`config.mk`:
```
export PLATFORM = sky130hd
export DESIGN_NAME = nor_sweep_ctrl_flat
export DESIGN_NICKNAME = d
export VERILOG_FILES = /design/src/rtl/nor_sweep_ctrl_pkg.sv /design/src/rtl/nor_sweep_ctrl_if.sv /design/src/rtl/nor_sweep_vec_cnt.sv /design/src/rtl/nor_sweep_ctrl.sv /design/src/flat_wrapper.sv
export SDC_FILE = /design/constraint.sdc
export NUM_CORES = 1
export LEC_CHECK = 0
export CAP_MARGIN = 20
export CELL_PAD_IN_SITES_DETAIL_PLACEMENT = 0
export CELL_PAD_IN_SITES_GLOBAL_PLACEMENT = 1
export CORE_ASPECT_RATIO = 1.5
export CORE_MARGIN = 2
export CORE_UTILIZATION = 35
export CTS_BUF_LIST = sky130_fd_sc_hd__clkbuf_2
export DETAILED_ROUTE_END_ITERATION = 8
export PLACE_DENSITY_LB_ADDON = 0.1
export SLEW_MARGIN = 10
export SYNTH_ARGS = -nofsm -noshare
export SYNTH_HDL_FRONTEND = slang
export SYNTH_SLANG_ARGS = --single-unit
```
`constraint.sdc`:
```
create_clock -name clk -period 1.59 [get_ports clk]
set_input_delay 0.318 -clock clk [delete_from_list [all_inputs] [get_ports clk]]
set_output_delay 0.318 -clock clk [all_outputs]
set_load 0.03 [all_outputs]
```
`src/rtl/nor_sweep_ctrl_pkg.sv`:
```
// Shared constants for the NOR gate self-test sequencer: FSM encodings and default sizing.
// Latency: none (constants only).
// Backpressure: none (constants only).
package nor_sweep_ctrl_pkg;

    // Sweep FSM encodings, kept as plain 2-bit constants so older tooling can share them
    localparam logic [1:0] S_IDLE   = 2'd0;
    localparam logic [1:0] S_SETTLE = 2'd1;
    localparam logic [1:0] S_SAMPLE = 2'd2;
    localparam logic [1:0] S_DONE   = 2'd3;

    // Default gate width and number of cycles a vector is held before sampling
    localparam int N_IN_DEF          = 3;
    localparam int SETTLE_CYCLES_DEF = 2;

endpackage

```
`src/rtl/nor_sweep_ctrl_if.sv`:
```
// Bundle between the self-test sequencer, the gate under test and the host that starts it.
// Latency: none (wires only).
// Backpressure: none; start is a level request sampled only when the sequencer is idle.
interface nor_sweep_ctrl_if #(
    parameter int N_IN = 3
);
    logic              start;
    logic [N_IN-1:0]   dut_vec;
    logic              dut_out_3in;
    logic              dut_out_inst;
    logic              busy;
    logic              done;
    logic              pass;
    logic [N_IN:0]     err_count;
    logic              first_err_vld;
    logic [N_IN-1:0]   first_err_vec;

    // Host / gate side: requests a sweep, returns gate outputs, observes results
    modport master (
        output start,
        input  dut_vec,
        output dut_out_3in,
        output dut_out_inst,
        input  busy,
        input  done,
        input  pass,
        input  err_count,
        input  first_err_vld,
        input  first_err_vec
    );

    // Sequencer side
    modport slave (
        input  start,
        output dut_vec,
        input  dut_out_3in,
        input  dut_out_inst,
        output busy,
        output done,
        output pass,
        output err_count,
        output first_err_vld,
        output first_err_vec
    );
endinterface

```
`src/rtl/nor_sweep_vec_cnt.sv`:
```
// Vector index and settle-window counter for the gate sweep, with clear/advance controls.
// Latency: counts update on the clock edge after the control input is asserted.
// Backpressure: none; clear wins over advance, advance wins over settle increment.
module nor_sweep_vec_cnt #(
    parameter int N_IN          = 3,
    parameter int SETTLE_CYCLES = 2
) (
    input  logic            clk,
    input  logic            rst,
    input  logic            clr,
    input  logic            adv,
    input  logic            settle_en,
    output logic [N_IN-1:0] vec,
    output logic            settle_last,
    output logic            vec_last
);
    localparam int CW = (SETTLE_CYCLES > 1) ? $clog2(SETTLE_CYCLES) : 1;

    logic [N_IN-1:0] vec_q, vec_d;
    logic [CW-1:0]   settle_cnt_q, settle_cnt_d;

    // Next-state for the vector index and the settle counter
    always_comb begin
        vec_d        = vec_q;
        settle_cnt_d = settle_cnt_q;
        if (clr) begin
            vec_d        = '0;
            settle_cnt_d = '0;
        end else if (adv) begin
            vec_d        = vec_q + 1'b1;
            settle_cnt_d = '0;
        end else if (settle_en) begin
            settle_cnt_d = settle_cnt_q + 1'b1;
        end
    end

    // Counter registers with synchronous reset
    always_ff @(posedge clk) begin
        if (rst) begin
            vec_q        <= '0;
            settle_cnt_q <= '0;
        end else begin
            vec_q        <= vec_d;
            settle_cnt_q <= settle_cnt_d;
        end
    end

    assign vec         = vec_q;
    assign settle_last = (settle_cnt_q == CW'(SETTLE_CYCLES - 1));
    assign vec_last    = &vec_q;
endmodule

```
`src/rtl/nor_sweep_ctrl.sv`:
```
// Self-test sequencer: sweeps every input vector into the NOR block, checks both outputs, reports.
// Latency: (2**N_IN)*(SETTLE_CYCLES+1) cycles from the start accept edge to the done pulse.
// Backpressure: start is honoured only in IDLE; requests while busy or in DONE are dropped.
module nor_sweep_ctrl
    import nor_sweep_ctrl_pkg::*;
#(
    parameter int N_IN          = N_IN_DEF,
    parameter int SETTLE_CYCLES = SETTLE_CYCLES_DEF
) (
    input  logic             clk,
    input  logic             rst,
    nor_sweep_ctrl_if.slave  bus
);
    logic [1:0]      state_q, state_d;
    logic [N_IN:0]   err_count_q, err_count_d;
    logic            first_err_vld_q, first_err_vld_d;
    logic [N_IN-1:0] first_err_vec_q, first_err_vec_d;
    logic            pass_q, pass_d;

    logic            cnt_clr;
    logic            cnt_adv;
    logic            cnt_settle_en;
    logic [N_IN-1:0] vec;
    logic            settle_last;
    logic            vec_last;
    logic            golden;
    logic            mismatch;

    nor_sweep_vec_cnt #(
        .N_IN          (N_IN),
        .SETTLE_CYCLES (SETTLE_CYCLES)
    ) u_vec_cnt (
        .clk         (clk),
        .rst         (rst),
        .clr         (cnt_clr),
        .adv         (cnt_adv),
        .settle_en   (cnt_settle_en),
        .vec         (vec),
        .settle_last (settle_last),
        .vec_last    (vec_last)
    );

    // Golden compare; written so an unknown gate output falls through to a mismatch
    always_comb begin
        golden   = ~|vec;
        mismatch = 1'b1;
        if ((bus.dut_out_3in == golden) && (bus.dut_out_inst == golden)) begin
            mismatch = 1'b0;
        end
    end

    // Sweep FSM and result bookkeeping
    always_comb begin
        state_d         = state_q;
        err_count_d     = err_count_q;
        first_err_vld_d = first_err_vld_q;
        first_err_vec_d = first_err_vec_q;
        pass_d          = pass_q;
        cnt_clr         = 1'b0;
        cnt_adv         = 1'b0;
        cnt_settle_en   = 1'b0;
        case (state_q)
            S_IDLE: begin
                if (bus.start) begin
                    state_d         = S_SETTLE;
                    cnt_clr         = 1'b1;
                    err_count_d     = '0;
                    first_err_vld_d = 1'b0;
                    first_err_vec_d = '0;
                    pass_d          = 1'b0;
                end
            end
            S_SETTLE: begin
                cnt_settle_en = 1'b1;
                if (settle_last) begin
                    state_d = S_SAMPLE;
                end
            end
            S_SAMPLE: begin
                // A vector counts once even when both gate forms are wrong
                if (mismatch) begin
                    if (err_count_q != {(N_IN+1){1'b1}}) begin
                        err_count_d = err_count_q + 1'b1;
                    end
                    if (!first_err_vld_q) begin
                        first_err_vld_d = 1'b1;
                        first_err_vec_d = vec;
                    end
                end
                if (vec_last) begin
                    state_d = S_DONE;
                    pass_d  = (err_count_d == '0);
                end else begin
                    state_d = S_SETTLE;
                    cnt_adv = 1'b1;
                end
            end
            default: begin
                state_d = S_IDLE;
            end
        endcase
    end

    // State and result registers with synchronous reset
    always_ff @(posedge clk) begin
        if (rst) begin
            state_q         <= S_IDLE;
            err_count_q     <= '0;
            first_err_vld_q <= 1'b0;
            first_err_vec_q <= '0;
            pass_q          <= 1'b0;
        end else begin
            state_q         <= state_d;
            err_count_q     <= err_count_d;
            first_err_vld_q <= first_err_vld_d;
            first_err_vec_q <= first_err_vec_d;
            pass_q          <= pass_d;
        end
    end

    assign bus.dut_vec       = vec;
    assign bus.busy          = (state_q == S_SETTLE) || (state_q == S_SAMPLE);
    assign bus.done          = (state_q == S_DONE);
    assign bus.pass          = pass_q;
    assign bus.err_count     = err_count_q;
    assign bus.first_err_vld = first_err_vld_q;
    assign bus.first_err_vec = first_err_vec_q;
endmodule

```
`src/flat_wrapper.sv`:
```
// flat-port wrapper written by rule: the top's interface ports become plain ports
module nor_sweep_ctrl_flat import nor_sweep_ctrl_pkg::*;
#(
    parameter int N_IN          = N_IN_DEF,
    parameter int SETTLE_CYCLES = SETTLE_CYCLES_DEF
)
  (clk, rst, bus_start, bus_dut_vec, bus_dut_out_3in, bus_dut_out_inst, bus_busy, bus_done, bus_pass, bus_err_count, bus_first_err_vld, bus_first_err_vec);
  nor_sweep_ctrl_if #(.N_IN(N_IN)) bus_i ();
  input  logic clk;
  input  logic rst;
  input wire logic [$bits(bus_i.start)-1:0] bus_start;
  output wire logic [$bits(bus_i.dut_vec)-1:0] bus_dut_vec;
  input wire logic [$bits(bus_i.dut_out_3in)-1:0] bus_dut_out_3in;
  input wire logic [$bits(bus_i.dut_out_inst)-1:0] bus_dut_out_inst;
  output wire logic [$bits(bus_i.busy)-1:0] bus_busy;
  output wire logic [$bits(bus_i.done)-1:0] bus_done;
  output wire logic [$bits(bus_i.pass)-1:0] bus_pass;
  output wire logic [$bits(bus_i.err_count)-1:0] bus_err_count;
  output wire logic [$bits(bus_i.first_err_vld)-1:0] bus_first_err_vld;
  output wire logic [$bits(bus_i.first_err_vec)-1:0] bus_first_err_vec;
  assign bus_i.start = bus_start;
  assign bus_dut_vec = bus_i.dut_vec;
  assign bus_i.dut_out_3in = bus_dut_out_3in;
  assign bus_i.dut_out_inst = bus_dut_out_inst;
  assign bus_busy = bus_i.busy;
  assign bus_done = bus_i.done;
  assign bus_pass = bus_i.pass;
  assign bus_err_count = bus_i.err_count;
  assign bus_first_err_vld = bus_i.first_err_vld;
  assign bus_first_err_vec = bus_i.first_err_vec;
  nor_sweep_ctrl #(.N_IN(N_IN), .SETTLE_CYCLES(SETTLE_CYCLES)) u_core (.clk(clk), .rst(rst), .bus(bus_i));
endmodule
```
Yosys cells after proc, flatten, opt, wreduce, memory -nomap -nowiden
Index checks and enable logic that the tools add are counted.
- flip-flop bits (word level): 15
- latch bits: 0
- RAM bits: 0
- memory bits (read-only): 0
- input port bits: 5
- output and inout bits: 14
- logic and storage cells: 59
- memories: 0
- add/sub/neg operators: 3
- $mul: 0
- div/mod/pow operators: 0
- magnitude comparators: 0
- equality and inequality tests: 11
- shifts and indexed selects: 0
- mux-type cells: 23
- bitwise logic cells: 0
- reduce and logical (&&, ||, !) cells: 15
- operator list (kind ; count):
    two-way mux 4 bit ; 4
    inequality test 2 bit (second input constant) ; 5
    two-way mux 3 bit ; 3
    AND reduction 3 bit ; 3
    two-way mux 1 bit ; 8
    one-hot mux 4 bit (2 select lines) ; 1
    two-way mux 2 bit ; 3
    one-hot mux 2 bit (3 select lines) ; 1
    one-hot mux 3 bit (2 select lines) ; 1
    OR reduction 3 bit ; 2
    adder 4 x 1 -> 4 bit (second input constant) ; 1
    equality test 2 bit (second input constant) ; 2
    zero test 4 bit ; 1
    inequality test 4 bit (second input constant) ; 1
    one-hot mux 1 bit (2 select lines) ; 2
    AND reduction 2 bit ; 2
    AND reduction 4 bit ; 1
    adder 3 x 1 -> 3 bit (second input constant) ; 1
    equality test 1 bit ; 2
    equality test 2 x 1 -> 1 bit (second input constant) ; 1
    zero test 2 bit ; 1
    nonzero test 2 bit ; 1
    OR reduction 2 bit ; 1
    adder 1 bit (second input constant) ; 1
    3 further kinds ; 3

Depth between registers and ports, before layout
Gate-level depths: netlist of the first run.
- depth after elaboration: 9
- mapped depth: 8
- gate-level depth less buffers: 6

Modules after synthesis
Synthesis of the first run repeated with hierarchy kept, for this count alone.
- cell total of the unflattened synthesis: 113
- area total of the unflattened synthesis: 962.2 sq um
- by module, submodules not included (module ; instances ; cells an instance ; area each (sq um) ; sequential area each (sq um)):
    nor_sweep_ctrl ; 1 ; 99 ; 793.3 ; 220.2
    nor_sweep_vec_cnt ; 1 ; 14 ; 168.9 ; 80.1

Worst setup path after synthesis of the first run
No wires, ideal clock.
- path type: register to register
- start point: reg u_core.u_vec_cnt.vec_q[0] (netlist: u_core.u_vec_cnt.vec[0])
- end point: reg u_core.err_count_q[2] (netlist: u_core.bus.err_count[2])
- setup time: 0.079 ns
- arrival time: 1.662 ns
- required time: 1.511 ns
- setup slack: -0.151 ns
- stages on the path, launching flop included: 7
- path buffers: 0
- period minus slack after synthesis: 1.741 ns
- cells stage by stage: dfxtp_1 inv_1 ha_1 and2b_4 o21a_1 a41o_1 a211oi_2
- word-level cells in the longest chain between the ends: 7
- elaborated cells between the ends (all ways): 8
- those cells by class: 2 x eq/ne; 3 x mux; 3 x reduce/logical
- RTL lines (element ; RTL line ; text):
    start, declared ; nor_sweep_vec_cnt.sv:19 ; logic [N_IN-1:0] vec_q, vec_d;
    start signal, assigned ; nor_sweep_vec_cnt.sv:43 ; vec_q <= vec_d;
    OR reduction 3 bit * ; nor_sweep_ctrl.sv:45 ; golden = ~|vec;
    zero test 1 bit * ; nor_sweep_ctrl.sv:45 ;
    equality test 1 bit ; nor_sweep_ctrl.sv:47 ; if ((bus.dut_out_3in == golden) && (bus.dut_out_inst == golden)) begin
    logical AND 1 bit * ; nor_sweep_ctrl.sv:47 ;
    two-way mux 4 bit * ; nor_sweep_ctrl.sv:81 ; if (mismatch) begin
    two-way mux 4 bit * ; nor_sweep_ctrl.sv:62 ; case (state_q)
    one-hot mux 4 bit (2 select lines) * ; nor_sweep_ctrl.sv:62 ;
    end signal, assigned ; nor_sweep_ctrl.sv:114 ; err_count_q <= err_count_d;
    end, declared ; nor_sweep_ctrl.sv:15 ; logic [N_IN:0] err_count_q, err_count_d;
Mark *: on every way between the ends. The rest lies on a longest branch, timed or not. The select of a mux whose other input is x is not followed.
A chain may end at the register's enable or synchronous reset.

Worst setup path after layout of the first run
- start point: reg u_core.u_vec_cnt.vec_q[0] (netlist: u_core.u_vec_cnt.vec[0])
- end point: reg u_core.err_count_q[0] (netlist: u_core.bus.err_count[0])
The elaborated chain is that of the path after synthesis.

==> results.md, run 1 <==
- Critical path required time: 1.81 ns
- CTS Buf Count: 3
- Proportion of layout cells with a drive suffix above 1: 33.6%
- Max Clock Freq: 0.642 GHz
- Full die area: 3100 um^2
- First-pass GRT wire length: 4000 um
- Post-Syn Nets: 120
- CTS sink count: 15
- Per-cell routed wire length: 14.5 um
- Final hold violation count: 0
- Hold WC Path Type: reg2reg
- Final instance area: 1370 um^2
- Port Buf Inserts: 18
- Sequential Power Share: 44.0%
- Mux contribution to synthesized area: 4.30%
- Comb power frac: 34.5%
- WL final: 2430 um
- Cell Rows: 22
- Largest net degree at the start of global routing: 14
- Worst-path fanout max: 4
- Clk Latency, worst-skew pair: 0.30 ns
- Post-Synth XOR/XNOR Area: 1.88%
- Distinct cells, synth: 42
- Area Growth Syn to Fin: 47.1%
- CORE AREA: 2480 um^2
- Post-DRT Antenna Nets: 0
- Setup Skew: 0.00790 ns
- Vias: 927
- Post-route minimum period: 1.56 ns
- CP Launch Type: register
- Clk pwr share: 21.5%
- Nets: 158
- Total GRT Usage: 17.1%
- Cell area after synthesis: 932 um^2
- Simple-Gate Fraction of Synth Area: 23.6%
- Max cap viols: 0
- Rel. slew slack: 75.1%
- Antenna violations before repair: 0
- Leak Pwr: 0.584 nW
- Clock Pin Slew Worst Setup and Hold Paths: 0.16 ns
- Post-DP HPWL: 1820 um
- Mapped Cells: 106
- Number of setup violations in the final report: 0
- Register area share after synthesis: 32.2%
- Status: complete, no violations
- Vias per cell: 5.55
- Total grt overflow: 0
- Worst-margin pin slew: 0.363 ns
- # DRC: 0
- Routability Congestion: 0.874
- Die Width: 46.1 um
- Max VDD drop: 460 uV
- Crit path capture type: register
- Initial Util: 37.6%
- Die H: 67.2 um
- Compound-Gate Fraction of Synth Area: 20.8%
- Area after DPL: 1260 um^2
- Synth warn: 0
- Initial drt markers: 29
- IO Pins: 19
- Avg Inst Size Synth: 8.79 um^2
- First-pass iteration count of the detailed router: 4
- N_diodes: 0
- Most frequent cells in the layout: buf_4 (18), dlygate4sd2_1 (11), dfxtp_1 (10)
- P_int: 0.610 mW
- CTS tree: done
- Pwr per Cell Area: 675 nW/um^2
- NetSw: 0.315 mW
- Max-slew violation count: 0
- Switching share of total power: 34.1%
- Main combinational cell family by area after synthesis: simple AND/OR/NAND/NOR gates
- Critical path type: reg2reg
- #FFs+latches synth: 15
- Power, Total: 0.926 mW
- # H-tree levels: 1
- Clock Tree Buf Depth: 2
- Vias in the first global route: 947
- Util after Layout: 55.4%
- Commonest non-fill, non-tap cell in the layout: buf_4
- WP data arrival: 1.78 ns
- RSZ-0062 raised after global routing: yes
- Final worst-path cycle share: 97.9%
- Adder-cell share of the synthesized area: 12.1%
- Root buffer cell: clkbuf_2
==> layer usage <==
layer / vias to the layer above / part of all wire [%] / GRT usage, %
li1: 458 / - / -
met1: 444 / 41 / 19.1
met4: 0 / 1.2 / 6.43
met2: 21 / 55 / 31.6
met5: - / 0 / 0
met3: 4 / 3.5 / 1.87
==> path summary, 6_finish.rpt <==
check	cells after the start	slack, ns	from	end
setup reg to reg	6	0.03	u_core.u_vec_cnt.vec[0]	u_core.bus.err_count[0]
setup / recovery	6	0.03	u_core.u_vec_cnt.vec[0]	u_core.bus.err_count[0]
hold reg to reg	2	0.48	u_core.bus.first_err_vec[2]	u_core.bus.first_err_vec[2]
hold / removal	2	0.48	u_core.bus.first_err_vec[2]	u_core.bus.first_err_vec[2]
==> cell type report <==
type | count | area (um^2)
flip-flops and latches | 15 | 314
clock buffers | 4 | 20.0
inverters | 9 | 41.3
well taps | 24 | 30.0
fillers | 246 | 1110
multi-input cells | 79 | 663
repair buffers | 36 | 303
==> repair_timing <==
action                     CTS  global route
setup endpoints to repair   17            13
hold buffers                 0             0
setup buffers                2             0
hold endpoints to repair     0             0
pin swaps                    2             5
resized for setup           20            19
==> critical path, cell delays in order (launching register included) <==
cell	delay (ns)
dfxtp_4	0.41
inv_4	0.04
ha_4	0.15
nand4b_1	0.21
o211ai_2	0.12
or4_1	0.48
o31ai_1	0.08
==> power by group through the flow <==
| stage | clock network (mW) | registers, mW | logic [mW] |
|---|---|---|---|
| 3_5_place_dp | 0 | 0.412 | 0.283 |
| 2_1_floorplan | 0 | 0.418 | 0.177 |
| 4_1_cts | 0.208 | 0.404 | 0.302 |
| 3_3_place_gp | 0 | 0.411 | 0.283 |
| 6_report | 0.199 | 0.407 | 0.319 |
| 5_1_grt | 0.227 | 0.410 | 0.346 |
==> synth_stat cells, drive strengths merged <==
master	number	area, um^2
a211oi	2	20.0
a21oi	6	30.0
a221oi	1	8.76
a31oi	2	12.5
a41o	1	10.0
and2b	2	17.5
buf	1	5.00
clkbuf	2	8.75
dfxtp	15	300
ha	9	113
inv	9	33.8
mux2i	4	40.0
nand2	4	15.0
nand2b	4	25.0
nand3	2	10.0
nand3b	1	7.51
nand4	1	6.26
nand4b	1	8.76
nor2	8	30.0
nor2b	2	20.0
nor3	5	25.0
nor4	2	12.5
o211ai	2	20.0
o21a	2	15.0
o21ai	2	10.0
o2bb2ai	3	26.3
o31a	1	8.76
o31ai	2	15.0
o32ai	1	8.76
o41ai	1	8.76
or2	2	15.0
or2b	1	7.51
or3	2	12.5
or4	1	7.51
xnor2	2	17.5
==> registers in the layout, summed over array words and instances (netlist names) <==
register,flops
u_core.bus.pass,1
u_core.bus.first_err_vld,1
u_core.u_vec_cnt.vec,3
u_core.u_vec_cnt.settle_last,1
u_core.bus.err_count,4
u_core.bus.first_err_vec,3
u_core.state_q,2
==> logic make-up (layout without fill, tap and decap cells) <==
group                      count (synthesis)  in the layout
adders and majority gates                  9              9
AOI/OAI and AO/OA                         26             26
xor gates and xnor gates                   2              2
buffers and inverters                     12             49
and+or+nand+nor                           38             38
muxes                                      4              4
DFF                                       15             15
==> through the flow <==
| stage | TNS [ns] | std cells | worst slack (ns) | hold slack (ns) |
|---|---|---|---|---|
| floorplan | 0 | 106 | 0.00266 | 0.478 |
| global placement | -1.45 | 161 | -0.197 | 0.456 |
| detailed placement | -1.59 | 161 | -0.214 | 0.466 |
| CTS | -0.00167 | 167 | -0.00167 | 0.484 |
| global route | -0.234 | 167 | -0.0808 | 0.517 |
| finish | 0 | 167 | 0.0326 | 0.479 |
Note: power is estimated with default switching activity, not from simulation.
==> run 2, diff against run 1 <==
--- a/config.mk
+++ b/config.mk
@@ -10,8 +10,7 @@
 export CELL_PAD_IN_SITES_GLOBAL_PLACEMENT = 1
 export CORE_ASPECT_RATIO = 1.5
 export CORE_MARGIN = 2
-export CORE_UTILIZATION = 35
-export CTS_BUF_LIST = sky130_fd_sc_hd__clkbuf_2
+export CORE_UTILIZATION = 33
 export DETAILED_ROUTE_END_ITERATION = 8
 export PLACE_DENSITY_LB_ADDON = 0.1
 export SLEW_MARGIN = 10
==> run 2 against run 1 <==
Net effect: flip-flop and latch count unchanged; maximum frequency decreased by 0.41%; worst setup slack lost 0.0064 ns; cell count grew 7.8%; clock power up 60%; count of clock-buffer cells in the layout unchanged; sequential power hardly changed; non-clock buffer count unchanged; via count is 0.22% higher; critical path type is now reg2out; highest routed layer unchanged.
==> results.md, run 2 (same netlist as run 1, synthesis figures left out) <==
- Antenna violations before repair: 0 (unchanged)
- WP data arrival: 1.25 ns (-0.53 ns)
- Setup TNS: 0 ns (unchanged)
- # DRC: 0 (unchanged)
- Proportion of layout cells with a drive suffix above 1: 39.9% (+6.3 points)
- Worst-path fanout max: 2 (-2)
- Post-DP HPWL: 1860 um (+2.0%)
- # H-tree levels: 1 (unchanged)
- Commonest non-fill, non-tap cell in the layout: buf_4
- Per-cell routed wire length: 14.1 um (-3.1%)
- CTS Buf Count: 3 (unchanged)
- Full die area: 3270 um^2 (+5.6%)
- Fill cells: 265 (+7.7%)
- Worst-margin pin slew: 0.459 ns (+0.0965 ns)
- Post-route minimum period: 1.56 ns (+0.00635 ns)
- Number of setup violations in the final report: 0 (unchanged)
- Final hold violation count: 0 (unchanged)
- Max cap viols: 0 (unchanged)
- Max Clock Freq: 0.639 GHz (-0.41%)
- Vias in the first global route: 969 (+2.3%)
- Routability Congestion: 0.906 (+3.6%)
- CP Launch Type: register
- N_diodes: 0 (unchanged)
- Crit path capture type: output port
- WL final: 2540 um (+4.5%)
- Nets: 158 (unchanged)
- Vias: 929 (+0.22%)
- Setup ws final: 0.0262 ns (-0.00635 ns)
- Most frequent cells in the layout: buf_4 (17), dfxtp_1 (11), dlygate4sd2_1 (9)
- Top Family by Delay on Critical Path: buffers and inverters
- Final worst-path cycle share: 98.3% (+0.40 points)
- CTS tree: done
- Pwr per Cell Area: 723 nW/um^2 (+7.1%)
- Area Growth Syn to Fin: 59.2%
- Total GRT Usage: 17.5% (+0.42 points)
- Post-DRT Antenna Nets: 0 (unchanged)
- Crit path max-delay cell type: clkdlybuf4s50_1
- CP Cell Sequence: clkdlybuf4s50_1
- Status: complete, no violations
- Max reg flops: 4 (unchanged)
- Die Width: 47.4 um (+2.7%)
- CP max stage delay: 0.67 ns (+0.19 ns)
- Initial Util: 34.8% (-2.8 points)
- Crit path buf inv count: 1 (unchanged)
- Critical path required time: 1.27 ns (-0.54 ns)
- Largest net degree at the start of global routing: 9 (-5)
- Vias per cell: 5.16 (-7.0%)
- Initial drt markers: 11 (-62%)
- Pre-CTS WS: -0.226 ns (-0.0127 ns)
- IO Pins: 19 (unchanged)
- CTS sink count: 15 (unchanged)
- Max VDD drop: 379 uV (-18%)
- Port Buf Inserts: 18 (unchanged)
- Placed cells: 172 (+6.8%)
- Total grt overflow: 0 (unchanged)
- Hold Buf Count CTS: 0 (unchanged)
- Clk Latency, worst-skew pair: 0.25 ns (-0.05 ns)
- RSZ-0062 raised after global routing: yes
- Clock Tree Buf Depth: 2 (unchanged)
- Finished Layout Cells: 180 (+7.8%)
- Cell Rows: 23 (+4.5%)
- Root buffer cell: clkbuf_8
- Leak Pwr: 0.623 nW (+6.6%)
- CORE AREA: 2680 um^2 (+8.0%)
- First-pass iteration count of the detailed router: 4 (unchanged)
- Clock Pin Slew Worst Setup and Hold Paths: 0.06 ns (-0.10 ns)
- Setup Skew: 0.00156 ns (-0.00634 ns)
- Max-slew violation count: 0 (unchanged)
- Die H: 69.1 um (+2.8%)
- Hold WC Path Type: reg2reg
- Critical path type: reg2out
- First-pass GRT wire length: 4280 um (+7.2%)
- Rel. slew slack: 69.1% (-6.1 points)
==> run 2: metal layers <==
| metal | track usage, % | routed length (um) | vias up |
|---|---|---|---|
| li1 | - | - | 458 |
| met1 | 21.6 | 989 | 444 |
| met2 | 29.0 | 1420 | 23 |
| met3 | 2.62 | 93 | 4 |
| met4 | 6.48 | 29 | 0 |
| met5 | 0 | 0 | - |
==> run 2: layout make-up <==
type	count	area (um^2)	area share, %
multi-input combinational	79	731	49.2
sequential	15	310	20.9
inverter	9	33.8	2.28
timing repair buffer	36	318	21.4
clock buffer	4	45.0	3.04
tap	37	46.3	3.12
==> run 2: final timing paths <==
path                               startpoint                          end  depth (start not counted)  slack [ns]
setup / recovery  u_core.bus.first_err_vec[2]         bus_first_err_vec[2]                          1        0.03
hold / removal    u_core.bus.first_err_vec[0]  u_core.bus.first_err_vec[0]                          2        0.46
setup reg to reg            u_core.state_q[0]            u_core.state_q[1]                          6        0.03
hold reg to reg   u_core.bus.first_err_vec[0]  u_core.bus.first_err_vec[0]                          2        0.46
==> run 2: stage by stage <==
stage	util [%]	cell area, um^2	power [mW]	hold WS [ns]
after floorplan	-	947	0.595	0.478
after global placement	47.2	1260	0.692	0.457
after detailed placement	47.2	1260	0.693	0.457
after CTS	50.4	1350	1.03	0.470
after global routing	55.4	1480	1.14	0.496
final	55.4	1480	1.07	0.461
==> run 2: timing repair <==
action                                  CTS  global route
gates resized for setup                  16            30
endpoints found under the hold margin     0             0
gates cloned                              0             0
endpoints found under the setup margin   15            12
buffers inserted                          2             2
pin swaps                                 3            11
==> run 2: power by group <==
group | internal, mW | switching (mW)
logic | 0.168 | 0.183
clock network | 0.178 | 0.140
registers | 0.389 | 0.0146
total | 0.735 | 0.338
==> run 2: worst register-to-register path: cells and delay by family (launching register included) <==
kind	cells	cell delay [ns]
AOI/OAI and AO/OA	1	0.12
adders and majority gates	1	0.18
DFF	1	0.36
buffers and inverters	1	0.07
and+or+nand+nor	3	0.76
